**src/rtl/countdown_timer.sv**
```systemverilog
// BCD MM:SS countdown timer with load/start/pause control and registered status flags.
// Optional auto-reload on terminal count is enabled by defining COUNTDOWN_AUTO_RELOAD_EN.
module countdown_timer #(
  parameter int unsigned MAX_MIN_TENS = 9
) (
  input  logic        clk_cin,
  input  logic        rst,
  input  logic        tick,
  input  logic        load,
  input  logic        start,
  input  logic        pause,
  input  logic [15:0] preset,
  output logic [15:0] out,
  output logic        running,
  output logic        expired,
  output logic        done
);

  typedef enum logic [1:0] {IDLE, RUN, PAUSE, EXPIRED} state_t;

  localparam logic [3:0] MT_MAX = 4'(MAX_MIN_TENS);

  state_t      state;
  logic [15:0] count;
  logic [15:0] preset_clamped;
  logic [15:0] count_dec;
`ifdef COUNTDOWN_AUTO_RELOAD_EN
  logic [15:0] reload;
`endif

  function automatic logic [3:0] clamp_digit(input logic [3:0] d, input logic [3:0] lim);
    return (d > lim) ? lim : d;
  endfunction

  always_comb begin
    preset_clamped = {clamp_digit(preset[15:12], MT_MAX),
                      clamp_digit(preset[11:8],  4'd9),
                      clamp_digit(preset[7:4],   4'd5),
                      clamp_digit(preset[3:0],   4'd9)};
  end

  // BCD decrement with borrow ripple; only used while the count is nonzero.
  always_comb begin
    count_dec = count;
    if (count[3:0] != 4'd0) begin
      count_dec[3:0] = count[3:0] - 4'd1;
    end else begin
      count_dec[3:0] = 4'd9;
      if (count[7:4] != 4'd0) begin
        count_dec[7:4] = count[7:4] - 4'd1;
      end else begin
        count_dec[7:4] = 4'd5;
        if (count[11:8] != 4'd0) begin
          count_dec[11:8] = count[11:8] - 4'd1;
        end else begin
          count_dec[11:8]  = 4'd9;
          count_dec[15:12] = count[15:12] - 4'd1;
        end
      end
    end
  end

  // Strict priority: an asserted higher-priority input consumes the cycle even if ignored.
  always_ff @(posedge clk_cin) begin
    done <= 1'b0;
    if (rst) begin
      count   <= 16'h0000;
      state   <= IDLE;
      running <= 1'b0;
      expired <= 1'b0;
`ifdef COUNTDOWN_AUTO_RELOAD_EN
      reload  <= 16'h0000;
`endif
    end else if (load) begin
      count   <= preset_clamped;
      state   <= IDLE;
      running <= 1'b0;
      expired <= 1'b0;
`ifdef COUNTDOWN_AUTO_RELOAD_EN
      reload  <= preset_clamped;
`endif
    end else if (pause) begin
      if (state == RUN) begin
        state   <= PAUSE;
        running <= 1'b0;
      end
    end else if (start) begin
      if ((state == IDLE && count != 16'h0000) || state == PAUSE) begin
        state   <= RUN;
        running <= 1'b1;
      end
    end else if (tick && state == RUN) begin
      if (count == 16'h0001) begin
        done <= 1'b1;
`ifdef COUNTDOWN_AUTO_RELOAD_EN
        if (reload != 16'h0000) begin
          count <= reload;
        end else
`endif
        begin
          count   <= 16'h0000;
          state   <= EXPIRED;
          running <= 1'b0;
          expired <= 1'b1;
        end
      end else begin
        count <= count_dec;
      end
    end
  end

  assign out = count;

endmodule

```
**config.mk**
```make
export PLATFORM = sky130hd
export DESIGN_NAME = countdown_timer
export DESIGN_NICKNAME = d
export VERILOG_FILES = /design/src/rtl/countdown_timer.sv
export SDC_FILE = /design/constraint.sdc
export NUM_CORES = 1
export LEC_CHECK = 0
export CORE_UTILIZATION = 35
export DETAILED_ROUTE_END_ITERATION = 6
export PLACE_DENSITY_LB_ADDON = 0.25
export SLEW_MARGIN = 10
export SYNTH_ARGS = -nofsm -noshare
export SYNTH_HDL_FRONTEND = slang
export SYNTH_SLANG_ARGS = --single-unit
```
**constraint.sdc**
```tcl
create_clock -name clk_cin -period 2.2 [get_ports clk_cin]
set_input_delay 0.22 -clock clk_cin [delete_from_list [all_inputs] [get_ports clk_cin]]
set_output_delay 0.22 -clock clk_cin [all_outputs]
set_load 0.02 [all_outputs]
```
# Word-level counts from Yosys, hierarchy flattened
# Index checks and enable logic that the tools add are counted.
[totals]
reg_bits = 21
latchBits = 0
ram_bits = 0
mem_bits_ro = 0
input_bits = 22
out_inout_bits = 19
word_cells = 76
mem_count = 0
[op_classes]
addsub = 4
n_mul = 0
n_div = 0
order_cmp = 4
n_eq_ne = 10
shifts = 0
muxes = 28
bitwise_logic = 3
n_reduce_logical = 19
[ops]
columns = ["cell", "count"]
rows = [
  ["2-to-1 mux 16 bit", 5],
  ["2-to-1 mux 4 bit", 8],
  ["== test 16 x 1 -> 1 bit (second input constant)", 1],
  ["nonzero test 16 bit", 1],
  ["subtractor 4 x 1 -> 4 bit (second input constant)", 4],
  ["greater-than comparator 4 bit (second input constant)", 3],
  ["2-to-1 mux 12 bit", 1],
  ["2-to-1 mux 2 bit", 6],
  ["AND reduction 4 bit", 3],
  ["nonzero test 4 bit", 3],
  ["inequality test 3 x 2 -> 1 bit (second input constant)", 3],
  ["2-to-1 mux 8 bit", 1],
  ["2-to-1 mux 1 bit", 7],
  ["AND reduction 6 bit", 1],
  ["nonzero test 3 bit", 2],
  ["AND reduction 5 bit", 1],
  ["OR reduction 5 bit", 1],
  ["greater-than comparator 4 x 3 -> 1 bit (second input constant)", 1],
  ["inequality test 2 bit (second input constant)", 2],
  ["inequality test 3 x 1 -> 1 bit (second input constant)", 1],
  ["NOT 1 bit", 3],
  ["AND reduction 3 bit", 1],
  ["== test 2 x 1 -> 1 bit (second input constant)", 1],
  ["== test 2 bit (second input constant)", 1],
  ["6 further kinds", 7],
]

# Longest topological paths before layout
# Gate-level depths: netlist of the first run.
[logic_depth]
depth_word = 9
mapped_depth = 8
depth_no_buf = 7

# Worst setup path after synthesis of the first run
# No wires, ideal clock.
[synth_path]
kind = "reg-to-reg"
startpoint = "register count[12] (netlist: out[12])"
endpoint = "register count[5] (netlist: out[5])"
setup_ns = 0.128
t_arrival_ns = 2.111
required_time_ns = 2.072
slack_ns = -0.039
path_stages_with_launch = 9
n_path_buf = 1
synth_period_minus_slack_ns = 2.239
path_cell_list = "dfxtp_1 inv_1 ha_1 or3b_1 clkbuf_1 or4_4 o21ai_4 mux2i_1 nor2_1"
[synth_between]
elab_chain_cells = 6
elab_cells_between_ends = 8
cone_classes = "2 x eq/ne; 5 x mux; 1 x reduce/logical"
[synth_rtl]
columns = ["item", "line_no", "rtl"]
rows = [
  ["from (decl)", "24", "logic [15:0] count;"],
  ["from (signal assigned)", "75", "count <= preset_clamped;"],
  ["from (signal assigned)", "107", "count <= count_dec;"],
  ["== test 16 x 1 -> 1 bit (*)", "93", "if (count == 16'h0001) begin"],
  ["2-to-1 mux 16 bit", "93", ""],
  ["2-to-1 mux 16 bit", "92", "end else if (tick && state == RUN) begin"],
  ["2-to-1 mux 16 bit", "87", "end else if (start) begin"],
  ["2-to-1 mux 16 bit", "82", "end else if (pause) begin"],
  ["2-to-1 mux 16 bit", "74", "end else if (load) begin"],
]
# Every way passes the cells marked *; elsewhere a longest branch is shown, timed or not. The select of a mux whose other input is x is not followed.
# A chain may end at the register's enable or synchronous reset.

# Final worst setup path of the first run
[layout_path]
startpoint = "register count[1] (netlist: out[1])"
endpoint = "register count[5] (netlist: out[5])"
[layout_between]
elab_chain_cells = 6
elab_cells_between_ends = 9
cone_classes = "2 x eq/ne; 5 x mux; 2 x reduce/logical"
[layout_rtl]
columns = ["item", "line_no"]
rows = [
  ["== test 16 x 1 -> 1 bit", "93"],
  ["2-to-1 mux 16 bit", "93"],
  ["2-to-1 mux 16 bit", "92"],
  ["2-to-1 mux 16 bit", "87"],
  ["2-to-1 mux 16 bit", "82"],
  ["2-to-1 mux 16 bit", "74"],
]
# Parallel ways exist; a longest one is shown, timed or not. The select of a mux whose other input is x is not followed.

==> impl_results.md, run 1 <==
- Clk pwr share: 24.6%
- 1st-iter DRT viols: 67
- Post-synth EDFFs: 0
- Post-route ant nets: 0
- Combinational share of power: 36.1%
- Critical-path cell list: inv_2, ha_1, or3b_4, or4_4, o21ai_4, mux2i_1, nor2_1
- Clock slew at reported path FFs: 80 ps
- Leak pwr: 0.782 nW
- Final-layout fill cell count: 365
- FF+latch area: 425 um2
- CTS Hold Bufs: 0
- Total track usage: 20.1%
- Routed vias/inst: 5.52
- Post-synthesis sequential area ratio: 29.2%
- Post-route met1 wirelength: 1940 um
- CP Class: reg -> reg
- HPWL Detailed: 3110 um
- Syn avg cell area: 7.86 um2
- Final Power: 1.07 mW
- CTS tree: yes
- Grt ovf: 0
- Final wirelength: 4110 um
- WHS Endpoint: out[1]
- Arrival time worst endpoint: 2280 ps
- Antenna cells: 0
- Worst R2R Start: out[1]
- Sw Ratio: 32.4%
- Synth-to-Final Area Change: 47.3%
- RR Endpoint: out[5]
- Max rail drop VDD: 0.000251 V
- Worst path top cell family by delay: simple AND/OR/NAND/NOR gates
- Reg2Reg Setup Slack: 90 ps
- Largest stage delay on the critical path: 600 ps
- Final Max Tran Viols: 0
- Avg WL per Cell: 14.1 um
- Slowest-stage cell, CP: or4_4
- Flop pwr share: 39.3%
- H-Tree Depth: 1
- WL met3: 262 um
- Die W: 66.1 um
- Vias in the first global route: 1422
- Async SR Flop Fraction: 0%
- Rel. slew slack: 66.6%
- Die Ht: 66.1 um
- Peak Freq: 474 MHz
- CP Max Fanout: 7
- Yosys warns: 0
- # nets final: 272
- Synth Flop Type: dfxtp_1
- PwrDens: 507 nW/um2
- R2R cell count: 7
- Metal2 WL: 1850 um
- Core box area: 3800 um2
- Clk buf depth: 2
- First-pass GRT wire length: 6730 um
- Area of the die: 4370 um2
- Initial Utilization: 37.8%
- Clk_lat worst skew: 270 ps
- Worst Min Path Start: out[1]
- WP data required: 2370 ps
- Layout cells sized above 1: 20.9%
- Synthesized instance count: 183
- Via count: 1612
- Max Used Layer: met4
- Fin area: 2120 um2
- Worst hold path type: reg -> reg
- Footprint of the multi-input gates: 957 um2
- Worst Max-Slew Pin Slew: 499 ps
- P_int: 726 uW
- First-pass iteration count of the detailed router: 4
- Total negative setup slack: 0 ps
- Final hold violations: 0
- Crit path launch type: register
- Mapped Area: 1440 um2
- Largest net degree at the start of global routing: 17
- DP Area: 2040 um2
- # clock sinks: 21
- Hold depth: 2
- Switching power: 348 uW
- Final Cycle Share: 96.0%
- Worst Path Buf+Inv: 1
- Global placer's final weighted congestion: 0.905
- Clock Root Buffer: clkbuf_8
- CP endpoint kind: register
- Netlist cell types: 45
- Setup-failing EPs final: 0
- Synthesized Nets: 210
- Drc violations: 0
- Initial antenna violation count: 0
- Ports: 41
- Synthesized flop and latch total: 21
- IO Port Bufs: 40
- Maxcap violations: 0
- CTS buffer count: 3
- Std-Cell Rows: 22
- Result of the run: completed
- Max Clock Skew: 4.14 ps
- Min Tclk post-route: 2110 ps
power by group through the flow:
stage	sequential [mW]	clock, mW	combinational, mW
6_report	0.422	0.265	0.388
5_1_grt	0.425	0.288	0.422
4_1_cts	0.420	0.265	0.369
3_5_place_dp	0.429	0	0.366
3_3_place_gp	0.429	0	0.366
2_1_floorplan	0.461	0	0.178
flip-flops by register name (all words and copies together), names as in the netlist:
name and flops:
done 1, expired 1, out 16, running 1, state 2
per-layer routing:
layer | GRT usage (%) | vias up
met2 | 31.6 | 60
met4 | 7.45 | 0
met5 | 0 | -
li1 | - | 815
met1 | 27.8 | 732
met3 | 2.59 | 5
synth_stat cells (all sizes together), types with 5 or more instances:
| master | instances | area share (%) |
|---|---|---|
| a211oi | 7 | 4.0 |
| nor3 | 11 | 4.2 |
| nand2 | 9 | 2.3 |
| nor2 | 15 | 3.9 |
| o21ai | 15 | 6.0 |
| ha | 5 | 4.4 |
| inv | 11 | 2.9 |
| clkbuf | 7 | 1.8 |
| a21oi | 20 | 7.0 |
| dfxtp | 21 | 29 |
| nand3 | 8 | 2.8 |
logic make-up after synthesis:
group / Yosys count / synth area share [%]
AOI/OAI and AO/OA: 66 / 31.4
DFF: 21 / 29.2
muxes: 3 / 2.09
adders and majority gates: 5 / 4.35
and+or+nand+nor: 68 / 27.2
buffers and inverters: 20 / 5.74
area by class of cell:
| cell class | count | share of cell area (%) |
|---|---|---|
| inverter | 11 | 1.95 |
| timing repair buffer | 65 | 27.8 |
| sequential | 21 | 20.1 |
| tap | 48 | 2.84 |
| clock buffer | 4 | 2.13 |
| multi-input combinational | 143 | 45.2 |
layout by cell type, fill, tap and decap left out, types with 3 or more instances in the layout:
| cell type | netlist | layout |
|---|---|---|
| a211oi_1 | 6 | 6 |
| a21oi_1 | 20 | 20 |
| a31oi_1 | 3 | 3 |
| buf_4 | 0 | 25 |
| clkbuf_8 | 0 | 3 |
| clkdlybuf4s50_1 | 0 | 40 |
| dfxtp_1 | 21 | 17 |
| dfxtp_2 | 0 | 4 |
| ha_1 | 5 | 4 |
| inv_1 | 11 | 8 |
| inv_2 | 0 | 3 |
| mux2i_1 | 3 | 3 |
| nand2_1 | 9 | 9 |
| nand2b_1 | 4 | 4 |
| nand3_1 | 8 | 8 |
| nand3b_1 | 3 | 3 |
| nor2_1 | 15 | 15 |
| nor2b_1 | 3 | 3 |
| nor3_1 | 10 | 10 |
| o21a_1 | 4 | 4 |
| o21ai_0 | 13 | 13 |
| o31ai_1 | 4 | 4 |
| or3b_4 | 0 | 3 |
| or4_4 | 2 | 3 |
repair_timing:
item | in CTS | in global routing
endpoints found under the setup margin | 0 | 11
setup buffers | 0 | 1
resized for setup | 0 | 10
through the flow:
| step | util [%] | setup WS (ps) | hold WS, ps | cells |
|---|---|---|---|---|
| after detailed placement | 53.7 | 49.7 | 497 | 286 |
| after floorplan | - | 0.0886 | 388 | 183 |
| final | 55.7 | 88.1 | 503 | 292 |
| after CTS | 54.9 | 28.8 | 511 | 290 |
| after global placement | 53.7 | 72.9 | 501 | 286 |
| after global routing | 55.7 | -10.3 | 529 | 292 |
worst max path at each step:
stage | from | to | slack [ps] | cells after the start
4_1_cts | out[1] | out[5] | 30 | 7
2_1_floorplan | out[1] | out[5] | 0.09 | 8
6_report | out[1] | out[5] | 90 | 7
3_3_place_gp | out[1] | out[5] | 70 | 7
3_5_place_dp | out[1] | out[5] | 50 | 7
5_1_grt | out[1] | out[5] | -10 | 7
tightest hold or removal path, cell delays in order, from the launching register on:
cell and delay (ps):
dfxtp_2 330, inv_2 70, a211oi_1 60
No activity file was read; power rests on OpenSTA's default activity.
==> inputs of run 2 (changes only) <==
--- a/config.mk
+++ b/config.mk
@@ -5,6 +5,7 @@
 export SDC_FILE = /design/constraint.sdc
 export NUM_CORES = 1
 export LEC_CHECK = 0
+export CORE_MARGIN = 1
 export CORE_UTILIZATION = 35
 export DETAILED_ROUTE_END_ITERATION = 6
 export PLACE_DENSITY_LB_ADDON = 0.25
==> constraint.sdc (replaced) <==
create_clock -name clk_cin -period 1.98 [get_ports clk_cin]
set_input_delay 0.198 -clock clk_cin [delete_from_list [all_inputs] [get_ports clk_cin]]
set_output_delay 0.198 -clock clk_cin [all_outputs]
set_load 0.02 [all_outputs]
==> impl_results.md, run 2 (synthesis results as in run 1) <==
- # nets final: 291 (+7.0%)
- IO Port Bufs: 40 (unchanged)
- Worst R2R Start: out[5]
- Initial antenna violation count: 0 (unchanged)
- RR Endpoint: out[5]
- Worst Max-Slew Pin Slew: 362 ps (-137 ps)
- Worst hold path type: reg -> reg
- CP endpoint kind: register
- Die W: 66.1 um (unchanged)
- Setup-failing EPs final: 9 (+9)
- First-pass GRT wire length: 7320 um (+8.7%)
- Final Cycle Share: 104% (+7.6 points)
- Peak Freq: 487 MHz (+2.9%)
- Worst Path Buf+Inv: 1 (unchanged)
- Result of the run: finished, violations left
- FF+latch area: 442 um2 (+3.8%)
- Fin area: 2370 um2 (+12%)
- Final hold violations: 0 (unchanged)
- Arrival time worst endpoint: 2210 ps (-70 ps)
- Critical-path cell list: inv_4, ha_4, or3b_4, or4_4, o21ai_4, mux2i_1, nor2_1
- CP Max Fanout: 5 (-2)
- Vias in the first global route: 1615 (+14%)
- Worst path top cell family by delay: simple AND/OR/NAND/NOR gates
- CTS buffer count: 3 (unchanged)
- Max rail drop VDD: 0.000440 V (+75%)
- Final core area utilization: 62.4% (+6.7 points)
- Max Clock Skew: 5.22 ps (+1.08 ps)
- WP data required: 2140 ps (-230 ps)
- H-Tree Depth: 1 (unchanged)
- Clk buf depth: 2 (unchanged)
- Antenna cells: 0 (unchanged)
- Rel. slew slack: 75.8% (+9.2 points)
- WHS Endpoint: running
- Grt ovf: 0 (unchanged)
- Hold depth: 2 (unchanged)
- PwrDens: 536 nW/um2 (+5.6%)
- RSZ-0062 raised after global routing: yes
- Final Power: 1.27 mW (+18%)
- Clock Root Buffer: clkbuf_8
- CP Class: reg -> reg
- Area of the die: 4370 um2 (unchanged)
- Post-route ant nets: 0 (unchanged)
- Ports: 41 (unchanged)
- Slowest-stage cell, CP: or4_4
- Global placer's final weighted congestion: 0.858 (-5.2%)
- Layout cells sized above 1: 32.7% (+12 points)
- Total track usage: 22.0% (+1.9 points)
- Largest net degree at the start of global routing: 23 (+6)
- Worst Min Path Start: running
- Synth-to-Final Area Change: 64.8%
- CTS Hold Bufs: 0 (unchanged)
- Avg WL per Cell: 14.5 um (+2.9%)
- Reg2Reg Setup Slack: -70 ps (-160 ps)
- Failing checks: negative setup slack
- Final-layout fill cell count: 358 (-1.9%)
- # clock sinks: 21 (unchanged)
- Most frequent cells in the layout: buf_4, clkdlybuf4s50_1, a21oi_1, nor2_1, o21ai_0
- Largest stage delay on the critical path: 550 ps (-50 ps)
- Via count: 1696 (+5.2%)
- 1st-iter DRT viols: 71 (+6.0%)
- Min Tclk post-route: 2050 ps (-59.8 ps)
- # placed instances: 304 (+6.3%)
- Leak pwr: 0.903 nW (+15%)
- HPWL Detailed: 3380 um (+8.7%)
- Drc violations: 0 (unchanged)
- Final Max Tran Viols: 0 (unchanged)
- Clk_lat worst skew: 270 ps (about the same)
- WP depth: 7 (unchanged)
- Routed vias/inst: 5.45 (-1.2%)
- Initial Utilization: 37.8% (unchanged)
- Die Ht: 66.1 um (unchanged)
- Clock slew at reported path FFs: 80 ps (about the same)
- Core box area: 3800 um2 (unchanged)
- R2R cell count: 7 (unchanged)
- Std-Cell Rows: 22 (unchanged)
- Maxcap violations: 0 (unchanged)
- Final worst setup slack: -72.0 ps (-160 ps)
- DP Area: 2210 um2 (+8.3%)
- Worst hold slack: 507 ps (+3.81 ps)
- Footprint of the multi-input gates: 1020 um2 (+6.8%)
- First-pass iteration count of the detailed router: 4 (unchanged)
- CTS tree: yes
- Max reg flops: 16 (unchanged)
- Final wirelength: 4510 um (+9.6%)
- Layout Cells excl Fill: 311 (+6.5%)
- Crit path launch type: register
- Commonest non-fill, non-tap cell in the layout: buf_4
[run 2: cell types whose count changed in the layout (fill, tap and decap cells not counted), sizes merged]
cell	delta
clkinv	+1
buf	+20
clkbuf	-1
or3b	-1
[run 2: metrics by stage]
stage	TNS (ps)	worst slack, ps
floorplan	-603	-167
global placement	-799	-104
detailed placement	-988	-123
CTS	-337	-64.3
global route	-1440	-163
finish	-283	-72.0
[run 2: metal layers]
| layer | track usage (%) | share of wire (%) | up-vias | wire length [um] |
|---|---|---|---|---|
| met1 | 26.5 | 44 | 773 | 1970 |
| li1 | - | - | 855 | - |
| met4 | 8.24 | 2.0 | 0 | 91 |
| met3 | 4.83 | 6.5 | 11 | 291 |
| met2 | 37.9 | 48 | 57 | 2150 |
| met5 | 0 | 0 | - | 0 |
[run 2: report_power, final]
| part | switching [mW] | internal (mW) | total, mW |
|---|---|---|---|
| registers | 0.0155 | 0.447 | 0.463 |
| clock network | 0.149 | 0.141 | 0.289 |
| logic | 0.252 | 0.266 | 0.518 |
[run 2: worst max-delay path by stage]
| stage | endpoint | from |
|---|---|---|
| 2_1_floorplan | out[5] | out[11] |
| 3_3_place_gp | running | out[5] |
| 3_5_place_dp | out[5] | out[1] |
| 4_1_cts | running | out[5] |
| 5_1_grt | out[5] | out[1] |
| 6_report | out[5] | out[5] |
[run 2: cell type report]
| class | count | share of cell area [%] |
|---|---|---|
| clock buffers | 3 | 1.74 |
| clock inverters | 1 | 0.211 |
| inverters | 11 | 1.95 |
| multi-input cells | 142 | 43.1 |
| flip-flops and latches | 21 | 18.6 |
| well taps | 48 | 2.53 |
| repair buffers | 85 | 31.8 |
[run 2: what timing repair did]
action / 4_1_cts / 5_1_grt
pin swaps: 8 / 7
setup buffers: 3 / 0
gates resized for setup: 12 / 9
setup endpoints to repair: 18 / 19
[run 2: tightest hold or removal path, cell delays in order (launching register included)]
cell     delay, ps
dfxtp_1        320
o21ai_1        110
a31oi_1         40
